==> config.mk <==
export PLATFORM = sky130hd
export DESIGN_NAME = router_pkt_rx
export DESIGN_NICKNAME = d
export VERILOG_FILES = /design/src/rtl/router_pkg.sv /design/src/rtl/router_rx_skid.sv /design/src/rtl/router_pkt_rx.sv
export SDC_FILE = /design/constraint.sdc
export NUM_CORES = 1
export LEC_CHECK = 0
export ABC_AREA = 1
export BUFFER_PORTS_ARGS = -buffer_cell sky130_fd_sc_hd__buf_2
export CELL_PAD_IN_SITES_DETAIL_PLACEMENT = 1
export CELL_PAD_IN_SITES_GLOBAL_PLACEMENT = 1
export CORE_MARGIN = 2
export CORE_UTILIZATION = 43
export CTS_CLUSTER_SIZE = 10
export DETAILED_ROUTE_END_ITERATION = 16
export PLACE_DENSITY_LB_ADDON = 0.2
export SLEW_MARGIN = 10
export SYNTH_ARGS = -nofsm -noshare
export SYNTH_HDL_FRONTEND = slang
export SYNTH_SLANG_ARGS = --single-unit
==> constraint.sdc <==
create_clock -name clock -period 2.3 [get_ports clock]
set_clock_uncertainty 0.05 [all_clocks]
set_input_delay 0.23 -clock clock [delete_from_list [all_inputs] [get_ports clock]]
set_output_delay 0.23 -clock clock [all_outputs]
set_load 0.005 [all_outputs]
==> src/rtl/router_pkg.sv <==
// ---------------------------------------------------------------------------
// router_pkg
// Shared definitions for the 1x3 router packet readers.
//   - rx_state_e      : packet reader FSM states
//   - hdr_len/hdr_addr: header field extraction ({len[7:2], addr[1:0]})
//   - NUM_PORTS       : number of router output ports
//   - DEFAULT_TIMEOUT : idle-cycle abort limit, also used by the router's
//                       soft-reset timeout
// ---------------------------------------------------------------------------
package router_pkg;

   localparam int NUM_PORTS       = 3;
   localparam int DEFAULT_TIMEOUT = 30;

   typedef enum logic [2:0] {
      IDLE,
      HDR,
      PAY,
      PAR,
      DONE
   } rx_state_e;

   function automatic logic [5:0] hdr_len(input logic [7:0] hdr);
      return hdr[7:2];
   endfunction

   function automatic logic [1:0] hdr_addr(input logic [7:0] hdr);
      return hdr[1:0];
   endfunction

endpackage

==> src/rtl/router_rx_skid.sv <==
// ---------------------------------------------------------------------------
// router_rx_skid
// Two-entry FIFO-ordered byte buffer between the packet parser and the
// payload consumer. The head entry drives the output directly, so valid and
// data come straight from registers.
// Ports:
//   clock, reset    : clock, synchronous active-high reset (flushes buffer)
//   push, push_data : write one byte (caller guarantees a free slot or a
//                     simultaneous pop)
//   pop             : remove the head byte (ignored when empty)
//   free            : number of empty slots (0..2)
//   valid, data     : head entry
// ---------------------------------------------------------------------------
module router_rx_skid (
   input  logic       clock,
   input  logic       reset,
   input  logic       push,
   input  logic [7:0] push_data,
   input  logic       pop,
   output logic [1:0] free,
   output logic       valid,
   output logic [7:0] data
);

   logic [7:0] head_q, head_d;
   logic [7:0] tail_q, tail_d;
   logic [1:0] cnt_q, cnt_d;
   logic       pop_ok;

   always_comb begin
      head_d = head_q;
      tail_d = tail_q;
      cnt_d  = cnt_q;
      pop_ok = pop && (cnt_q != 2'd0);
      unique case (cnt_q)
         2'd0: begin
            if (push) begin
               head_d = push_data;
               cnt_d  = 2'd1;
            end
         end
         2'd1: begin
            if (push && pop_ok) begin
               head_d = push_data;
            end else if (push) begin
               tail_d = push_data;
               cnt_d  = 2'd2;
            end else if (pop_ok) begin
               cnt_d  = 2'd0;
            end
         end
         default: begin
            // Full: a pop shifts the tail forward; a push alongside it
            // refills the tail so occupancy stays at two.
            if (pop_ok) begin
               head_d = tail_q;
               if (push) begin
                  tail_d = push_data;
               end else begin
                  cnt_d  = 2'd1;
               end
            end
         end
      endcase
   end

   always_ff @(posedge clock) begin
      if (reset) begin
         head_q <= 8'd0;
         tail_q <= 8'd0;
         cnt_q  <= 2'd0;
      end else begin
         head_q <= head_d;
         tail_q <= tail_d;
         cnt_q  <= cnt_d;
      end
   end

   assign free  = 2'd2 - cnt_q;
   assign valid = (cnt_q != 2'd0);
   assign data  = head_q;

endmodule

==> src/rtl/router_pkt_rx.sv <==
// ---------------------------------------------------------------------------
// router_pkt_rx
// Packet reader for one router output port. Drains the port FIFO, parses
// {len,addr} header + len payload bytes + XOR parity byte, forwards payload
// on a ready/valid stream and reports per-packet status.
// Ports:
//   clock, reset        : clock, synchronous active-high reset
//   vld_out, data_out   : router FIFO non-empty / read data (1-cycle latency)
//   read_enb            : router FIFO read strobe
//   pl_data, pl_valid,
//   pl_ready            : payload stream to the consumer
//   pkt_done            : one-cycle pulse at packet end (normal or abort)
//   pkt_len, pkt_addr   : header fields of the last packet
//   parity_err, hdr_err,
//   timeout_err         : error flags of the last packet
//   pkt_count           : saturating count of error-free packets
// ---------------------------------------------------------------------------
module router_pkt_rx
   import router_pkg::*;
#(
   parameter int PORT_ID = 0,
   parameter int TIMEOUT = DEFAULT_TIMEOUT,
   parameter int CNT_W   = 16
) (
   input  logic             clock,
   input  logic             reset,
   input  logic             vld_out,
   input  logic [7:0]       data_out,
   output logic             read_enb,
   output logic [7:0]       pl_data,
   output logic             pl_valid,
   input  logic             pl_ready,
   output logic             pkt_done,
   output logic [5:0]       pkt_len,
   output logic [1:0]       pkt_addr,
   output logic             parity_err,
   output logic             hdr_err,
   output logic             timeout_err,
   output logic [CNT_W-1:0] pkt_count
);

   localparam int TO_W = $clog2(TIMEOUT + 1);

   rx_state_e        state_q, state_d;
   logic [6:0]       issued_q, issued_d;     // reads issued for this packet
   logic [5:0]       pay_rcv_q, pay_rcv_d;   // payload bytes captured
   logic [5:0]       len_q, len_d;
   logic [1:0]       addr_q, addr_d;
   logic [7:0]       par_q, par_d;
   logic             perr_q, perr_d;
   logic [TO_W-1:0]  to_cnt_q, to_cnt_d;
   logic             rd_pend_q;              // byte arrives this cycle
   logic             pend_pay_q, pend_pay_d; // ... and it is a payload byte

   logic             pkt_done_q, pkt_done_d;
   logic [5:0]       pkt_len_q, pkt_len_d;
   logic [1:0]       pkt_addr_q, pkt_addr_d;
   logic             parity_err_q, parity_err_d;
   logic             hdr_err_q, hdr_err_d;
   logic             timeout_err_q, timeout_err_d;
   logic [CNT_W-1:0] pkt_count_q, pkt_count_d;

   logic [1:0]       skid_free;
   logic             skid_push;
   logic             skid_pop;
   logic             in_pkt, abort, next_is_pay, need_more, credit_ok;
   logic             hdr_bad, rd_en;

   router_rx_skid u_skid (
      .clock     (clock),
      .reset     (reset),
      .push      (skid_push),
      .push_data (data_out),
      .pop       (skid_pop),
      .free      (skid_free),
      .valid     (pl_valid),
      .data      (pl_data)
   );

   assign skid_pop = pl_valid && pl_ready;

   // Read issue: depends only on registered state and vld_out.
   always_comb begin
      in_pkt      = (state_q == HDR) || (state_q == PAY) || (state_q == PAR);
      // Abort on the TIMEOUT-th consecutive cycle without a capture.
      abort       = in_pkt && !rd_pend_q && (to_cnt_q == TO_W'(TIMEOUT - 1));
      // Read index issued_q: 0 = header, 1..len = payload, len+1 = parity.
      next_is_pay = (issued_q != 7'd0) && (issued_q <= {1'b0, len_q});
      need_more   = issued_q < ({1'b0, len_q} + 7'd2);
      // A payload read needs a skid slot not already promised to the
      // payload byte that lands this cycle.
      credit_ok   = !next_is_pay ||
                    (skid_free > {1'b0, rd_pend_q && pend_pay_q});
      hdr_bad     = (len_q == 6'd0) || (addr_q == 2'd3) ||
                    (addr_q != 2'(PORT_ID));
      rd_en       = 1'b0;
      if (state_q == IDLE) begin
         rd_en = vld_out;
      end else if (((state_q == PAY) || (state_q == PAR)) && !abort) begin
         rd_en = vld_out && need_more && credit_ok;
      end
   end

   assign read_enb = rd_en;

   always_comb begin
      state_d       = state_q;
      issued_d      = issued_q;
      pay_rcv_d     = pay_rcv_q;
      len_d         = len_q;
      addr_d        = addr_q;
      par_d         = par_q;
      perr_d        = perr_q;
      pkt_done_d    = 1'b0;
      pkt_len_d     = pkt_len_q;
      pkt_addr_d    = pkt_addr_q;
      parity_err_d  = parity_err_q;
      hdr_err_d     = hdr_err_q;
      timeout_err_d = timeout_err_q;
      pkt_count_d   = pkt_count_q;
      skid_push     = 1'b0;
      pend_pay_d    = rd_en && next_is_pay && (state_q != IDLE);

      to_cnt_d = '0;
      if (in_pkt && !rd_pend_q) begin
         to_cnt_d = to_cnt_q + TO_W'(1);
      end

      if (rd_en && (state_q != IDLE)) begin
         issued_d = issued_q + 7'd1;
      end

      unique case (state_q)
         IDLE: begin
            if (rd_en) begin
               state_d  = HDR;
               issued_d = 7'd1;
            end
         end
         HDR: begin
            if (rd_pend_q) begin
               len_d     = hdr_len(data_out);
               addr_d    = hdr_addr(data_out);
               par_d     = data_out;
               pay_rcv_d = 6'd0;
               state_d   = (hdr_len(data_out) == 6'd0) ? PAR : PAY;
            end
         end
         PAY: begin
            if (rd_pend_q) begin
               skid_push = 1'b1;
               par_d     = par_q ^ data_out;
               pay_rcv_d = pay_rcv_q + 6'd1;
               if (pay_rcv_q + 6'd1 == len_q) begin
                  state_d = PAR;
               end
            end
         end
         PAR: begin
            if (rd_pend_q) begin
               perr_d  = (par_q != data_out);
               state_d = DONE;
            end
         end
         DONE: begin
            pkt_done_d    = 1'b1;
            pkt_len_d     = len_q;
            pkt_addr_d    = addr_q;
            parity_err_d  = perr_q;
            hdr_err_d     = hdr_bad;
            timeout_err_d = 1'b0;
            if (!hdr_bad && !perr_q && (pkt_count_q != '1)) begin
               pkt_count_d = pkt_count_q + CNT_W'(1);
            end
            state_d  = IDLE;
            issued_d = 7'd0;
         end
         default: begin
            state_d  = IDLE;
            issued_d = 7'd0;
         end
      endcase

      // Abort leaves skid contents in place so they still drain.
      if (abort) begin
         state_d       = IDLE;
         issued_d      = 7'd0;
         pkt_done_d    = 1'b1;
         pkt_len_d     = len_q;
         pkt_addr_d    = addr_q;
         parity_err_d  = 1'b0;
         hdr_err_d     = hdr_bad;
         timeout_err_d = 1'b1;
      end
   end

   always_ff @(posedge clock) begin
      if (reset) begin
         state_q       <= IDLE;
         issued_q      <= 7'd0;
         pay_rcv_q     <= 6'd0;
         len_q         <= 6'd0;
         addr_q        <= 2'd0;
         par_q         <= 8'd0;
         perr_q        <= 1'b0;
         to_cnt_q      <= '0;
         rd_pend_q     <= 1'b0;
         pend_pay_q    <= 1'b0;
         pkt_done_q    <= 1'b0;
         pkt_len_q     <= 6'd0;
         pkt_addr_q    <= 2'd0;
         parity_err_q  <= 1'b0;
         hdr_err_q     <= 1'b0;
         timeout_err_q <= 1'b0;
         pkt_count_q   <= '0;
      end else begin
         state_q       <= state_d;
         issued_q      <= issued_d;
         pay_rcv_q     <= pay_rcv_d;
         len_q         <= len_d;
         addr_q        <= addr_d;
         par_q         <= par_d;
         perr_q        <= perr_d;
         to_cnt_q      <= to_cnt_d;
         rd_pend_q     <= rd_en;
         pend_pay_q    <= pend_pay_d;
         pkt_done_q    <= pkt_done_d;
         pkt_len_q     <= pkt_len_d;
         pkt_addr_q    <= pkt_addr_d;
         parity_err_q  <= parity_err_d;
         hdr_err_q     <= hdr_err_d;
         timeout_err_q <= timeout_err_d;
         pkt_count_q   <= pkt_count_d;
      end
   end

   assign pkt_done    = pkt_done_q;
   assign pkt_len     = pkt_len_q;
   assign pkt_addr    = pkt_addr_q;
   assign parity_err  = parity_err_q;
   assign hdr_err     = hdr_err_q;
   assign timeout_err = timeout_err_q;
   assign pkt_count   = pkt_count_q;

endmodule

==> impl_metrics.toml <==
[outcome]
run_status = "finished, violations left"
failed_checks = "setup timing"

[synth]
avgSynthCellArea_um2 = 7.250
netlist-cell-type-count = 38
synth.mux.area_fraction = 0
yosysWarnings = 0
syn-cell-area_um2 = 4589
postSynthRegisterBits = 86
synthCells = 633
synth-compound-area-share = 0.1600
synth_xor_xnor_area_share = 0.05725
dominant_combinational_cell_family_by_area_after_synthesis = "simple AND/OR/NAND/NOR gates"
synth_simple_gate_area_frac = 0.2680
synth_nets = 667
synth_sequential_area_ratio = 0.3751
yosys.area_share.adder = 0.05998

[floorplanning]
core-area_um2 = 10320
die_area_um2 = 11520
row_count = 37
die_y_um = 107.3
num_io_pins = 50
initial_core_util = 0.4446
die_width_um = 107.3

[timing]
setup_violations = 5
worst_hold_slack_ns = 0.1217
slew_headroom = 0.6562
final-hold-violation-count = 0
setup_ws_ns = -0.1239
peak_freq_mhz = 412.6
tightestPinTransition_ns = 0.5144
rsz0062_at_grt = "true"
timing.final.max_slew_violations = 0
final.min_clock_period_ns = 2.424
post-route-period-util = 1.054

[cts]
total_clock_sinks = 86
cts.root.buffer_cell = "sky130_fd_sc_hd__clkbuf_8"
tritoncts.num_buffers = 9
worst_skew_pair.late_latency_ns = 0.36
cts_tree = "yes"
clkTransAtPathRegs_ns = 0.09
clockBufferDepth = 2
cts.htree.levels = 3
cts_hold_fix_bufs = 0

[drt]
drc = 0
route.detailed.wl_per_inst_um = 16.58
vias = 4494
route.final.wire_length_um = 13930
detail_route.first_pass.iterations = 4
first_iter_violations = 192
vias_per_cell = 5.350
ant_nets = 0

[grt]
first_global_vias = 4614
track_usage = 0.2448
grt_start_max_net_pins = 32
wire_length_of_the_first_global_routing_pass_um = 22350
use_met2 = 0.4290
grt-ovfl-total = 0
grt_most_used_layer = "met2"
met1_usage = 0.3067
use_met3 = 0.03935
grt_antenna_before_repair = 0

[worst_hold_path]
hold_path_depth = 3
hold_path_class = "in2reg"

[critical_path]
path_cells = "ha_4 -> nand3_4 -> xor2_2 -> ha_4 -> nand2_2 -> nor2_1 -> nor2_1 -> nand2_1 -> a21oi_4 -> nand2_4 -> nand2_1 -> buf_2"
critical_path_required_ns = 2.02
worst-path-stages = 12
critPathMaxStageDelay_ns = 0.42
rr_worst_depth = 15
timing.critical_path.buf_inv = 1
largest_delay_share_family_worst_path = "simple AND/OR/NAND/NOR gates"
critical_path_peak_fanout = 5
critical_path.endpoint_type = "primary output"
critPathKind = "reg2out"
worstSetupStartpointType = "register"
worst-r2r-setup-slack_ns = -0.06
arrival_ns = 2.14
cp_slowest_cell = "sky130_fd_sc_hd__dfxtp_4"

[power]
pwr_density_nw_per_um2 = 783.3
worst_voltage_drop_across_the_vdd_grid_v = 0.0003333
p_leak_nw = 2.294

[run]
max_cap_viol_count = 0

[final_layout]
final_common_cell = "sky130_fd_sc_hd__nand2_1"
drive_gt1_frac = 0.1989
most_frequent_cells_in_the_layout = "sky130_fd_sc_hd__nand2_1, sky130_fd_sc_hd__dfxtp_1, sky130_fd_sc_hd__nor2_1"
diodes = 0
area_delta_synth_final_pct = 18.43
finish.net_count = 733
final_core_utilization = 0.5265

[placement]
numPortBuffers = 49
place_congestion = 0.8639
dp.final_hpwl_um = 9841
## metrics by stage
stage	power, mW	std cells	setup slack [ns]	TNS (ns)	area, µm²
floorplan	2.628	633	0.2218	0	4589
global placement	2.925	818	0.1575	0	5027
detailed placement	2.993	818	0.004927	0	5027
CTS	4.167	839	-0.08557	-0.08557	5329
global route	4.525	840	-0.2316	-0.8036	5435
finish	4.257	840	-0.1239	-0.2061	5435
## registers in the layout (all words and copies together), names as in the netlist, 2 cells and up
name and flops:
pkt_count 16, par_q 8, u_skid.data 8, u_skid.tail_q 8
issued_q 7, len_q 6, pay_rcv_q 6, pkt_len 6
to_cnt_q 5, state_q 3, addr_q 2, pkt_addr 2
u_skid.cnt_q 2
## repair_timing
action	CTS	global route
gates resized for setup	16	20
endpoints found under the hold margin	0	0
setup buffers	5	2
pin swaps	6	10
setup endpoints to repair	2	7
## final timing paths
kind	from	end
max	len_q[1]	read_enb
min	data_out[3]	par_q[3]
max reg2reg	len_q[1]	issued_q[2]
min reg2reg	parity_err	parity_err
## cell usage after synthesis, drive strengths merged
cell type | n | share of area
nor2 | 79 | 0.073
clkbuf | 8 | 0.0065
buf | 11 | 0.020
inv | 63 | 0.052
o21ai | 57 | 0.065
ha | 22 | 0.060
o211ai | 1 | 0.0046
nor3b | 2 | 0.0033
nand2 | 122 | 0.10
a31oi | 11 | 0.015
nor3 | 14 | 0.016
nand4 | 10 | 0.014
o41ai | 1 | 0.0019
and3 | 1 | 0.0014
nand3 | 47 | 0.051
clkinv | 1 | 0.0019
o21bai | 1 | 0.0016
nand3b | 2 | 0.0041
o21a | 1 | 0.0016
or2 | 2 | 0.0027
a21oi | 61 | 0.071
xnor2 | 12 | 0.023
xor2 | 18 | 0.034
dfxtp | 86 | 0.38
## per-layer routing
metal,up-vias,part of all wire
li1,2226,-
met1,2170,0.45
met2,76,0.50
met3,22,0.029
met4,0,0.020
met5,-,0
## cells by family (layout without fill, tap and decap cells)
group / after synthesis / after routing
compound gates: 133 / 133
xor+xnor: 30 / 30
fa+ha+maj: 22 / 22
buf+inv: 83 / 154
flops: 86 / 86
simple gates: 279 / 279
## where the power goes
group          internal, mW  total, mW  switching, mW
Combinational         0.481       1.34          0.856
Sequential             1.64       1.79          0.150
Clock                 0.538       1.13          0.593
## cell type report
type | instances | area [µm²]
Sequential cell | 86 | 1740
Fill cell | 1358 | 4888
Inverter | 64 | 245.2
Clock inverter | 6 | 67.56
Clock buffer | 10 | 137.6
Tap cell | 136 | 170.2
Timing Repair Buffer | 74 | 445.4
Multi-Input combinational cell | 464 | 2629
## tightest hold or removal path: cells and delay by family
| kind | cells | cell delay [ns] |
|---|---|---|
| AOI/OAI and AO/OA | 1 | 0.07 |
| buffers and inverters | 1 | 0.13 |
| and+or+nand+nor | 1 | 0.07 |
(Power assumes the default switching activity.)
